**config.mk**
```make
export PLATFORM = sky130hd
export DESIGN_NAME = ltm_serial_bus_arbiter
export DESIGN_NICKNAME = d
export VERILOG_FILES = /design/src/rtl/ltm_serial_bus_arbiter_pkg.sv /design/src/rtl/ltm_bus_pin_mux.sv /design/src/rtl/ltm_serial_bus_arbiter.sv
export SDC_FILE = /design/constraint.sdc
export NUM_CORES = 1
export LEC_CHECK = 0
export ABC_AREA = 1
export BUFFER_PORTS_ARGS = -buffer_cell sky130_fd_sc_hd__buf_2
export CORE_ASPECT_RATIO = 0.7
export CORE_MARGIN = 2
export CORE_UTILIZATION = 50
export DETAILED_ROUTE_END_ITERATION = 8
export GPL_ROUTABILITY_DRIVEN = 0
export PLACE_DENSITY = 0.68
export RECOVER_POWER = 25
export SYNTH_ARGS = -nofsm -noshare
export SYNTH_HDL_FRONTEND = slang
export SYNTH_SLANG_ARGS = --single-unit
```
**constraint.sdc**
```tcl
create_clock -name iCLK -period 2.55 [get_ports iCLK]
set_clock_uncertainty 0.1 [all_clocks]
set_input_delay 0 -clock iCLK [delete_from_list [all_inputs] [get_ports iCLK]]
set_output_delay 0 -clock iCLK [all_outputs]
set_load 0.03 [all_outputs]
```
**src/rtl/ltm_serial_bus_arbiter_pkg.sv**
```systemverilog
// Shared encodings for the LTM serial bus arbiter: FSM states and bus owner codes.
package ltm_serial_bus_arbiter_pkg;

    typedef enum logic [1:0] {
        StIdle   = 2'b00,
        StLcdOwn = 2'b01,
        StAdcOwn = 2'b10,
        StGuard  = 2'b11
    } arb_state_e;

    typedef enum logic [1:0] {
        OwnerNone = 2'b00,
        OwnerLcd  = 2'b01,
        OwnerAdc  = 2'b10
    } owner_e;

endpackage

```
**src/rtl/ltm_bus_pin_mux.sv**
```systemverilog
// Registered pin mux: drives the shared serial clock and gated selects from the
// owner that will hold the bus after this edge.
module ltm_bus_pin_mux
    import ltm_serial_bus_arbiter_pkg::*;
(
    input  logic   clk_i,
    input  logic   rst_i,
    input  owner_e owner_i,
    input  logic   lcd_sclk_i,
    input  logic   lcd_scen_i,
    input  logic   adc_dclk_i,
    input  logic   adc_cs_n_i,
    output logic   sclk_o,
    output logic   lcd_scen_o,
    output logic   adc_cs_n_o
);

    logic sclk_d, lcd_scen_d, adc_cs_n_d;
    logic sclk_q, lcd_scen_q, adc_cs_n_q;

    always_comb begin
        sclk_d     = 1'b0;
        lcd_scen_d = 1'b1;
        adc_cs_n_d = 1'b1;
        unique case (owner_i)
            OwnerLcd: begin
                sclk_d     = lcd_sclk_i;
                lcd_scen_d = lcd_scen_i;
            end
            OwnerAdc: begin
                sclk_d     = adc_dclk_i;
                adc_cs_n_d = adc_cs_n_i;
            end
            default: ;
        endcase
    end

    always_ff @(posedge clk_i or posedge rst_i) begin
        if (rst_i) begin
            sclk_q     <= 1'b0;
            lcd_scen_q <= 1'b1;
            adc_cs_n_q <= 1'b1;
        end else begin
            sclk_q     <= sclk_d;
            lcd_scen_q <= lcd_scen_d;
            adc_cs_n_q <= adc_cs_n_d;
        end
    end

    assign sclk_o     = sclk_q;
    assign lcd_scen_o = lcd_scen_q;
    assign adc_cs_n_o = adc_cs_n_q;

endmodule

```
**src/rtl/ltm_serial_bus_arbiter.sv**
```systemverilog
// Arbitrates the LTM shared serial clock between the LCD config and touch ADC
// controllers: round-robin grant, guard gap between owners, forced release on overhold.
module ltm_serial_bus_arbiter
    import ltm_serial_bus_arbiter_pkg::*;
#(
    parameter int unsigned GUARD_CYCLES = 4,
    parameter int unsigned MAX_HOLD     = 65535,
    parameter int unsigned HOLD_W       = 16
) (
    input  logic       iCLK,
    input  logic       iRST,
    input  logic       iLCD_REQ,
    output logic       oLCD_GNT,
    input  logic       iLCD_SCLK,
    input  logic       iLCD_SCEN,
    input  logic       iADC_REQ,
    output logic       oADC_GNT,
    input  logic       iADC_DCLK,
    input  logic       iADC_CS_n,
    output logic       oSCLK,
    output logic       oLCD_SCEN,
    output logic       oADC_CS_n,
    output logic [1:0] oOWNER,
    output logic       oTIMEOUT
);

    localparam logic [HOLD_W-1:0] HoldLast  = HOLD_W'(MAX_HOLD - 1);
    localparam logic [7:0]        GuardLast = 8'(GUARD_CYCLES - 1);

    arb_state_e        state_q, state_d;
    logic [HOLD_W-1:0] hold_q, hold_d;
    logic [7:0]        guard_q, guard_d;
    logic              last_adc_q, last_adc_d;
    logic              lcd_armed_q, lcd_armed_d;
    logic              adc_armed_q, adc_armed_d;
    logic              timeout_q, timeout_d;
    logic              lcd_gnt_q, adc_gnt_q;
    owner_e            owner_q, owner_d;
    logic              lcd_elig, adc_elig;

    assign lcd_elig = iLCD_REQ & lcd_armed_q;
    assign adc_elig = iADC_REQ & adc_armed_q;

    always_comb begin
        state_d    = state_q;
        hold_d     = hold_q;
        guard_d    = guard_q;
        last_adc_d = last_adc_q;
        timeout_d  = 1'b0;
        // A requester re-arms once its REQ has been seen low for a cycle.
        lcd_armed_d = lcd_armed_q | ~iLCD_REQ;
        adc_armed_d = adc_armed_q | ~iADC_REQ;

        unique case (state_q)
            StIdle: begin
                hold_d = '0;
                if (lcd_elig && (!adc_elig || last_adc_q)) begin
                    state_d    = StLcdOwn;
                    last_adc_d = 1'b0;
                end else if (adc_elig) begin
                    state_d    = StAdcOwn;
                    last_adc_d = 1'b1;
                end
            end
            StLcdOwn: begin
                if (!iLCD_REQ) begin
                    state_d = StGuard;
                    hold_d  = '0;
                end else if (hold_q == HoldLast) begin
                    state_d     = StGuard;
                    hold_d      = '0;
                    timeout_d   = 1'b1;
                    lcd_armed_d = 1'b0;
                end else begin
                    hold_d = hold_q + 1'b1;
                end
            end
            StAdcOwn: begin
                if (!iADC_REQ) begin
                    state_d = StGuard;
                    hold_d  = '0;
                end else if (hold_q == HoldLast) begin
                    state_d     = StGuard;
                    hold_d      = '0;
                    timeout_d   = 1'b1;
                    adc_armed_d = 1'b0;
                end else begin
                    hold_d = hold_q + 1'b1;
                end
            end
            StGuard: begin
                if (guard_q == GuardLast) begin
                    state_d = StIdle;
                    guard_d = '0;
                end else begin
                    guard_d = guard_q + 1'b1;
                end
            end
            default: state_d = StIdle;
        endcase
    end

    // Outputs are registered from the next state so grant and pins change together.
    always_comb begin
        owner_d = OwnerNone;
        unique case (state_d)
            StLcdOwn: owner_d = OwnerLcd;
            StAdcOwn: owner_d = OwnerAdc;
            default:  owner_d = OwnerNone;
        endcase
    end

    always_ff @(posedge iCLK or posedge iRST) begin
        if (iRST) begin
            state_q     <= StIdle;
            hold_q      <= '0;
            guard_q     <= '0;
            last_adc_q  <= 1'b1;
            lcd_armed_q <= 1'b1;
            adc_armed_q <= 1'b1;
            timeout_q   <= 1'b0;
            lcd_gnt_q   <= 1'b0;
            adc_gnt_q   <= 1'b0;
            owner_q     <= OwnerNone;
        end else begin
            state_q     <= state_d;
            hold_q      <= hold_d;
            guard_q     <= guard_d;
            last_adc_q  <= last_adc_d;
            lcd_armed_q <= lcd_armed_d;
            adc_armed_q <= adc_armed_d;
            timeout_q   <= timeout_d;
            lcd_gnt_q   <= (owner_d == OwnerLcd);
            adc_gnt_q   <= (owner_d == OwnerAdc);
            owner_q     <= owner_d;
        end
    end

    ltm_bus_pin_mux u_pin_mux (
        .clk_i      (iCLK),
        .rst_i      (iRST),
        .owner_i    (owner_d),
        .lcd_sclk_i (iLCD_SCLK),
        .lcd_scen_i (iLCD_SCEN),
        .adc_dclk_i (iADC_DCLK),
        .adc_cs_n_i (iADC_CS_n),
        .sclk_o     (oSCLK),
        .lcd_scen_o (oLCD_SCEN),
        .adc_cs_n_o (oADC_CS_n)
    );

    assign oLCD_GNT = lcd_gnt_q;
    assign oADC_GNT = adc_gnt_q;
    assign oOWNER   = owner_q;
    assign oTIMEOUT = timeout_q;

endmodule

```
* Word level (Yosys, flattened, before mapping)
Index checks and enable logic that the tools add are counted.
Operators by class: $add $sub $neg 2, equality and inequality tests 9, muxes and demuxes 28, bitwise operators 6, reductions and logical operators 7
Operators by type and width (count):
- 2-to-1 mux 16 bit | 3
- one-hot mux 16 bit (3 select lines) | 1
- adder 16 x 1 -> 16 bit, second input constant | 1
- equality test 16 bit, second input constant | 1
- 2-to-1 mux 1 bit | 13
- 2-to-1 mux 2 bit | 6
- adder 8 x 1 -> 8 bit, second input constant | 1
- equality test 2 bit, second input constant | 4
- equality test 8 x 2 -> 1 bit, second input constant | 1
- 2-to-1 mux 8 bit | 1
- one-hot mux 2 bit (4 select lines) | 1
- equality test 2 x 1 -> 1 bit, second input constant | 3
- one-hot mux 1 bit (2 select lines) | 2
- one-hot mux 2 bit (2 select lines) | 1
- nonzero test 3 bit | 1
- AND 1 bit | 2
- zero test 2 bit | 1
- inverter 1 bit | 2
- OR 1 bit | 2
- AND reduction 2 bit | 1
- nonzero test 2 bit | 1
- logical AND 1 bit | 1
- zero test 1 bit | 1
- logical OR 1 bit | 1
Storage, ports and cells: register bits 37, bits of input ports 8, output and inout bits 8

* Longest topological paths before layout
Gate-level depths: netlist of run 1.
depth in word-level cells 10, gate-level depth with buffers 12, gate-level depth less buffers 12

* Hierarchy
From an unflattened synthesis of run 1, not the netlist that was laid out.
Second synthesis, totals: cells, all modules 250, area, all modules 2009.4 µm²
By module, submodules not included:
- ltm_serial_bus_arbiter | instances 1, cells each 235, area an instance 1864.3 µm²
- ltm_bus_pin_mux | instances 1, cells each 15, area an instance 145.1 µm²

* Worst setup path after synthesis of run 1
OpenSTA, ideal clock, no wires.
path kind register -> register, start point register hold_q[0], end point register u_pin_mux.sclk_q (netlist: u_pin_mux.sclk_o), data arrival time 1.596 ns, data required time 2.373 ns, slack 0.777 ns, stages on the path, launching flop included 12, buffers on the path 0, cell sequence dfrtp_1 -> inv_1 -> ha_1 -> nand2_1 -> nor2_1 -> nand2_2 -> nor2_8 -> a21oi_2 -> a21oi_2 -> ha_1 -> nand2_1 -> a21oi_1
Between the ends: word-level cells in the longest chain between the ends 8, elaborated cells between the ends (all ways) 11, those cells by class 5 x eq/ne; 6 x mux
Ends and longest elaborated chain:
- start, declared | RTL line ltm_serial_bus_arbiter.sv:31 | logic [HOLD_W-1:0] hold_q, hold_d;
- start signal, assigned | RTL line ltm_serial_bus_arbiter.sv:127 | hold_q <= hold_d;
- equality test 16 bit (*) | RTL line ltm_serial_bus_arbiter.sv:69, ltm_serial_bus_arbiter.sv:82
- 2-to-1 mux 2 bit (*) | RTL line ltm_serial_bus_arbiter.sv:69, ltm_serial_bus_arbiter.sv:82
- 2-to-1 mux 2 bit, on equally long branches | RTL line ltm_serial_bus_arbiter.sv:79, ltm_serial_bus_arbiter.sv:66
- one-hot mux 2 bit (4 select lines) (*) | RTL line ltm_serial_bus_arbiter.sv:54 | unique case (state_q)
- named net state_d[1] | RTL line ltm_serial_bus_arbiter.sv:30 | arb_state_e state_q, state_d;
- equality test 2 bit / equality test 2 x 1 -> 1 bit (equally long branches) | RTL line ltm_serial_bus_arbiter.sv:106 | unique case (state_d)
- one-hot mux 2 bit (2 select lines) (*) | RTL line ltm_serial_bus_arbiter.sv:106
- equality test 2 bit / equality test 2 x 1 -> 1 bit (equally long branches) | RTL line ltm_bus_pin_mux.sv:25 | unique case (owner_i)
- one-hot mux 1 bit (2 select lines) (*) | RTL line ltm_bus_pin_mux.sv:25
- named net u_pin_mux.sclk_d | RTL line ltm_bus_pin_mux.sv:18 | logic sclk_d, lcd_scen_d, adc_cs_n_d;
- end signal, assigned | RTL line ltm_bus_pin_mux.sv:44 | sclk_q <= sclk_d;
- end, declared | RTL line ltm_bus_pin_mux.sv:19 | logic sclk_q, lcd_scen_q, adc_cs_n_q;
Mark *: on every way through the listed nets, which the timed path passes. The rest lies on a longest branch. A chain may end at the register's enable or synchronous reset.

* Worst setup path in the final report of run 1
start point register state_q[0], end point register hold_q[8]
Between the ends: word-level cells in the longest chain between the ends 2, elaborated cells between the ends (all ways) 5, those cells by class 2 x eq/ne; 1 x mux; 2 x reduce/logical
Ends and longest elaborated chain:
- start, declared | RTL line ltm_serial_bus_arbiter.sv:30
- start signal, assigned | RTL line ltm_serial_bus_arbiter.sv:115 | state_q <= StIdle;
- start signal, assigned | RTL line ltm_serial_bus_arbiter.sv:126 | state_q <= state_d;
- equality test 2 bit, or another cell as far along | RTL line ltm_serial_bus_arbiter.sv:54
- one-hot mux 16 bit (3 select lines) / nonzero test 3 bit (equally long branches)
Several ways; a longest one is shown, not always the timed one.

==> results.sh, run 1 <==
export IMPL_synth_top_family_by_area="simple AND/OR/NAND/NOR gates"
export IMPL_ys_seq_area_frac=0.434
export IMPL_grt_busiest_layer="met1"
export IMPL_grt_pass1_wl_um=7380
export IMPL_relSlewSlack=0.579
export IMPL_place_hpwl_um=3110
export IMPL_synth_seq_cells=37
export IMPL_crit_arrival_ns=2.17
export IMPL_antenna_found_initial=0
export IMPL_start_kind="register"
export IMPL_cts_sinks=37
export IMPL_yosys_area_share_simple=0.276
export IMPL_fmax_ghz=0.477
export IMPL_ir_worst_vdd_v=0.000717
export IMPL_hold_violations=0
export IMPL_synth_mux_area_frac=0
export IMPL_dpl_cell_area_mm2=0.00228
export IMPL_post_cts_buffers=0
export IMPL_postRouteAntennaNets=0
export IMPL_power_frac_comb=0.401
export IMPL_multi_input_area_mm2=0.00108
export IMPL_chipHeight_um=58.8
export IMPL_synth_compound_area_frac=0.105
export IMPL_via_per_inst=4.90
export IMPL_tritoncts="yes"
export IMPL_syn_inst=252
export IMPL_clkPwrFrac=0.264
export IMPL_netSwitchingPower_uw=945
export IMPL_drc_errors=0
export IMPL_ys_types=30
export IMPL_postRouteWirelength_um=4170
export IMPL_setup_worst_path_end_class="register"
export IMPL_hold_path_class="in -> async"
export IMPL_power_density_mw_per_mm2=945
export IMPL_cap_violations=0
export IMPL_power_mw=2.35
export IMPL_ctsResizeCount=0
export IMPL_portBuffers=15
export IMPL_grt_pass1_vias=1624
export IMPL_fp_row_count=19
export IMPL_layout_nets=299
export IMPL_drive_gt1_frac=0.196
export IMPL_n_antenna_cell=0
export IMPL_use_met1=0.308
export IMPL_yosys_warnings=0
export IMPL_p_int_mw=1.40
export IMPL_cts_buffer_depth=2
export IMPL_clk_pin_slew_worst_paths_ns=0.08
export IMPL_n_fill_cell=371
export IMPL_grt_overflow=0
export IMPL_worst_pin_slew_ns=0.632
export IMPL_cellLeakagePower_nw=1.19
export IMPL_setup_viol=0
export IMPL_first_pass_iters=4
export IMPL_use_met3=0.0460
export IMPL_io_pins=16
export IMPL_min_period_ns=2.10
export IMPL_track_usage=0.203
export IMPL_clk_insertion_delay_late_ns=0.29
export IMPL_register_area_um2=932
export IMPL_timing_hold_ws_ns=0.208
export IMPL_netlist_area_mm2=0.00215
export IMPL_die_x_um=82.3
export IMPL_cts_buffers=5
export IMPL_grtUsageMet2=0.286
export IMPL_h_tree_depth=2
export IMPL_layout_commonest_cell="nand2_1"
export IMPL_synth_nets=271
export IMPL_dr_first_iter_drc_count=111
export IMPL_vias=1631
export IMPL_fin_setup_tns_ns=0
export IMPL_cts_root_buf="clkbuf_8"
export IMPL_syn_to_final_growth_pct=15.8
export IMPL_wire_per_inst_um=12.5
export IMPL_synth_xor_area_share=0.0571
export IMPL_stdcell_area_mm2=0.00248
export IMPL_syn_area_per_cell_um2=8.52
export IMPL_start_util=0.534
export IMPL_die_area_mm2=0.00484
export IMPL_core_area_mm2=0.00402
export IMPL_pwr_share_seq=0.335
export IMPL_cts_hold_buffers_added=7
export IMPL_outcome="finished, final reports clean"
export IMPL_grt_max_degree=23
export IMPL_worst_path_max_fanout=18
export IMPL_period_share=0.822
export IMPL_swShare=0.402
export IMPL_synth_fa_ha_area_frac=0.0641
export IMPL_final_cell_mix="nand2_1, dfrtp_1, inv_1"
export IMPL_rsz0062_at_grt="false"
export IMPL_criticalPathCategory="reg -> reg"
export IMPL_maxSlewViolCount=0
export IMPL_worstPathRequired_ns=2.62
-- cell usage after synthesis, drive strengths merged --
library cell | count | area (um^2)
o211ai | 2 | 15.0
xor2 | 10 | 87.6
dfrtp | 32 | 801
buf | 2 | 12.5
dfstp | 5 | 131
nand3 | 13 | 65.1
nor2 | 25 | 154
ha | 11 | 138
o21bai | 3 | 22.5
nor3 | 4 | 25.0
o21ai | 14 | 77.6
a31oi | 1 | 6.26
a21oi | 14 | 104
nand2 | 76 | 329
clkbuf | 1 | 3.75
inv | 32 | 120
nand4 | 3 | 18.8
xnor2 | 4 | 35.0
-- per-stage QoR --
stage,worst slack [ns],util,instances
2_1_floorplan,0.777,-,252
3_3_place_gp,0.519,0.569,318
3_5_place_dp,0.495,0.569,318
4_1_cts,0.459,0.620,333
5_1_grt,0.227,0.618,333
6_report,0.455,0.618,333
-- critical path, cell delays in order (launching register included) --
cell and delay [ns]:
dfrtp_1 0.43, ha_1 0.59, inv_2 0.26, nand2_1 0.20
nor2_1 0.08, nand2_1 0.07, xor2_1 0.20, a21oi_2 0.04
-- layout make-up --
class,instances,share of cell area
clock inverter,3,0.0277
timing repair buffer,24,0.0614
multi-input combinational,180,0.434
tap,52,0.0262
clock buffer,5,0.0277
sequential,37,0.375
inverter,32,0.0483
-- logic make-up (layout without fill, tap and decap cells) --
kind of cell               after synthesis  count (layout)
AOI/OAI and AO/OA                       34              34
DFF                                     37              37
adders and majority gates               11              11
and+or+nand+nor                        121             121
buffers and inverters                   35              64
xor gates and xnor gates                14              14
-- layer usage --
metal	up-vias	wire length [um]
met3	4	120
met2	22	1680
met5	-	0
met1	753	2330
li1	852	-
met4	0	34
-- flip-flops by register name, summed over array words and instances, names as in the netlist --
signal	count
hold_q	16
guard_q	8
adc_armed_q	1
oTIMEOUT	1
u_pin_mux.lcd_scen_o	1
last_adc_q	1
u_pin_mux.sclk_o	1
oOWNER	2
u_pin_mux.adc_cs_n_o	1
lcd_armed_q	1
state_q	2
oADC_GNT	1
oLCD_GNT	1
-- power by group through the flow --
stage	clock network [mW]	registers, mW	logic, mW
3_5_place_dp	0	0.793	0.943
3_3_place_gp	0	0.792	0.930
2_1_floorplan	0	0.858	0.676
4_1_cts	0.632	0.784	0.962
6_report	0.620	0.787	0.942
5_1_grt	0.658	0.800	1.07
-- path summary, 6_finish.rpt --
check	start	to	slack [ns]	depth (start not counted)
setup reg to reg	state_q[0]$_DFF_PP0_	hold_q[8]$_DFFE_PP0P_	0.45	7
max in group asynchronous	iRST	lcd_armed_q$_DFF_PP1_	1.37	4
hold reg to reg	lcd_armed_q$_DFF_PP1_	lcd_armed_q$_DFF_PP1_	0.36	2
setup / recovery	state_q[0]$_DFF_PP0_	hold_q[8]$_DFFE_PP0P_	0.45	7
min in group iCLK	iADC_REQ	adc_armed_q$_DFF_PP1_	0.31	3
hold / removal	iRST	guard_q[6]$_DFFE_PP0N_	0.21	3
(Power assumes the default switching activity.)
==> inputs of run 2 (changes only) <==
==> constraint.sdc (replaced) <==
create_clock -name iCLK -period 2.2 [get_ports iCLK]
set_clock_uncertainty 0.1 [all_clocks]
set_input_delay 0 -clock iCLK [delete_from_list [all_inputs] [get_ports iCLK]]
set_output_delay 0 -clock iCLK [all_outputs]
set_load 0.03 [all_outputs]
==> run 2 against run 1 <==
Combinational power grew 20%. Via count is 0.98% higher. Total power is 12% higher. Hold slack better by 0.085 ns. Register-to-register slack got worse by 0.24 ns. Sequential share of layout area grew 0.18 points. Clock-buffer cell count unchanged. Final area decreased by 0.35%. Sequential power rose by 16%. Largest power group unchanged. Highest routed layer unchanged.
==> results.sh, run 2 (synthesized netlist as in run 1, its figures left out) <==
export IMPL_maxSlewViolCount=0
export IMPL_h_tree_depth=2
export IMPL_tritoncts="yes"
export IMPL_top_register="hold_q"
export IMPL_syn_to_final_growth_pct=15.4
export IMPL_biggestRegsByFlops="hold_q x16, guard_q x8"
export IMPL_start_util=0.534
export IMPL_portBuffers=15
export IMPL_grt_overflow=0
export IMPL_rsz0062_at_grt="false"
export IMPL_die_x_um=82.3
export IMPL_io_pins=16
export IMPL_core_area_mm2=0.00402
export IMPL_crit_arrival_ns=2.11
export IMPL_outcome="finished, final reports clean"
export IMPL_worst_pin_slew_ns=0.928
export IMPL_p_int_mw=1.53
export IMPL_pwr_share_seq=0.347
export IMPL_track_usage=0.205
export IMPL_wire_per_inst_um=12.9
export IMPL_layout_commonest_cell="nand2_1"
export IMPL_ir_worst_vdd_v=0.000691
export IMPL_fmax_ghz=0.504
export IMPL_hold_path_class="in -> reg"
export IMPL_fin_setup_tns_ns=0
export IMPL_met1_length_um=2370
export IMPL_cts_buffers=5
export IMPL_routed_wl_met2_um=1770
export IMPL_chipHeight_um=58.8
export IMPL_place_hpwl_um=3120
export IMPL_cts_root_buf="clkbuf_8"
export IMPL_relSlewSlack=0.382
export IMPL_start_kind="register"
export IMPL_dr_first_iter_drc_count=74
export IMPL_grt_pass1_vias=1623
export IMPL_crit_buf_inv=2
export IMPL_period_share=0.903
export IMPL_fp_row_count=19
export IMPL_grt_max_degree=38
export IMPL_grt_pass1_wl_um=7510
export IMPL_layout_nets=300
export IMPL_netSwitchingPower_mw=1.11
export IMPL_drc_errors=0
export IMPL_antenna_found_initial=0
export IMPL_cts_buffer_depth=2
export IMPL_largest_register_ff_count=16
export IMPL_setup_viol=0
export IMPL_min_period_ns=1.99
export IMPL_critical_path_top_delay_family="adder cells"
export IMPL_power_density_mw_per_mm2=1070
export IMPL_final_cell_mix="nand2_1, dfrtp_1, inv_1"
export IMPL_die_area_mm2=0.00484
export IMPL_stdcell_area_mm2=0.00248
export IMPL_drive_gt1_frac=0.223
export IMPL_critPathMaxStageDelay_ns=0.42
export IMPL_clk_pin_slew_worst_paths_ns=0.08
export IMPL_cellLeakagePower_nw=1.20
export IMPL_power_frac_comb=0.426
export IMPL_postRouteWirelength_um=4310
export IMPL_cap_violations=0
export IMPL_cts_sinks=37
export IMPL_criticalPathCategory="reg -> reg"
export IMPL_swShare=0.419
export IMPL_clk_insertion_delay_late_ns=0.29
export IMPL_placed_cells=319
export IMPL_via_per_inst=4.93
export IMPL_setup_worst_path_end_class="register"
export IMPL_dpl_cell_area_mm2=0.00229
export IMPL_cp_slowest_cell="dfrtp_1"
export IMPL_wl_met3_um=152
export IMPL_worstPathRequired_ns=2.32
export IMPL_vias=1647
export IMPL_n_antenna_cell=0
export IMPL_hold_violations=0
export IMPL_routed_top_layer="met4"
export IMPL_stdcell_count=334
export IMPL_path_cells="inv_1 -> ha_1 -> inv_1 -> nand2_1 -> a21oi_1 -> nand3_1 -> o21ai_0 -> ha_1 -> nand2_1 -> a21oi_1"
export IMPL_clkPwrFrac=0.227
export IMPL_worst_path_max_fanout=4
export IMPL_first_pass_iters=4
export IMPL_postRouteAntennaNets=0
## run 2: cell count changes in the layout (fill, tap and decap cells not counted)
cell | previous run | this run
buf_2 | 9 | 15
clkbuf_1 | 6 | 0
bufinv_16 | 2 | 1
clkbuf_2 | 0 | 1
clkinv_4 | 0 | 1
clkinvlp_4 | 0 | 1
dfrtp_1 | 32 | 31
dfrtp_2 | 0 | 1
inv_6 | 1 | 0
## run 2: repair_timing
| item | CTS | global route |
|---|---|---|
| endpoints found under the hold margin | 39 | 0 |
| endpoints found under the setup margin | 0 | 1 |
| buffers inserted | 0 | 0 |
| hold buffers | 7 | 0 |
| gates resized for setup | 0 | 1 |
## run 2: worst paths after layout
kind	end	slack [ns]	depth (start not counted)	startpoint
max	u_pin_mux.sclk_o$_DFF_PP0_	0.21	10	state_q[1]$_DFF_PP0_
min	adc_armed_q$_DFF_PP1_	0.29	3	iADC_REQ
max reg2reg	u_pin_mux.sclk_o$_DFF_PP0_	0.21	10	state_q[1]$_DFF_PP0_
min reg2reg	lcd_armed_q$_DFF_PP1_	0.36	2	lcd_armed_q$_DFF_PP1_
max in group asynchronous	state_q[0]$_DFF_PP0_	0.93	4	iRST
min in group asynchronous	guard_q[3]$_DFFE_PP0N_	0.43	4	iRST
## run 2: worst min-delay path: stages
cell and delay [ns]:
dlygate4sd3_1 0.51, buf_2 0.11, nand2_1 0.05
## run 2: stage by stage
stage / total power, mW / setup slack [ns] / util / hold WS [ns]
after floorplan: 1.78 / 0.427 / - / -0.0565
after global placement: 2.01 / 0.280 / 0.571 / 0.0345
after detailed placement: 2.03 / 0.209 / 0.571 / 0.0449
after CTS: 2.65 / 0.193 / 0.617 / 0.275
after global routing: 2.84 / 0.0121 / 0.616 / 0.318
final: 2.64 / 0.214 / 0.616 / 0.293
## run 2: final cells by class
cell class,count,area (um^2)
clock inverters,3,46.3
flip-flops and latches,37,933
multi-input cells,180,1080
inverters,32,120
fillers,363,1540
well taps,52,65.1
repair buffers,25,165
clock buffers,5,68.8
## run 2: layer usage
layer | vias up | track usage
met4 | 0 | 0.0571
met3 | 2 | 0.0460
met2 | 22 | 0.281
li1 | 857 | -
met1 | 766 | 0.321
met5 | - | 0
## run 2: power by group through the flow
| stage | Sequential [mW] | Clock, mW | Combinational [mW] |
|---|---|---|---|
| after global placement | 0.918 | 0 | 1.09 |
| after global routing | 0.933 | 0.639 | 1.27 |
| final | 0.915 | 0.598 | 1.13 |
| after detailed placement | 0.925 | 0 | 1.11 |
| after floorplan | 0.995 | 0 | 0.784 |
| after CTS | 0.913 | 0.611 | 1.13 |
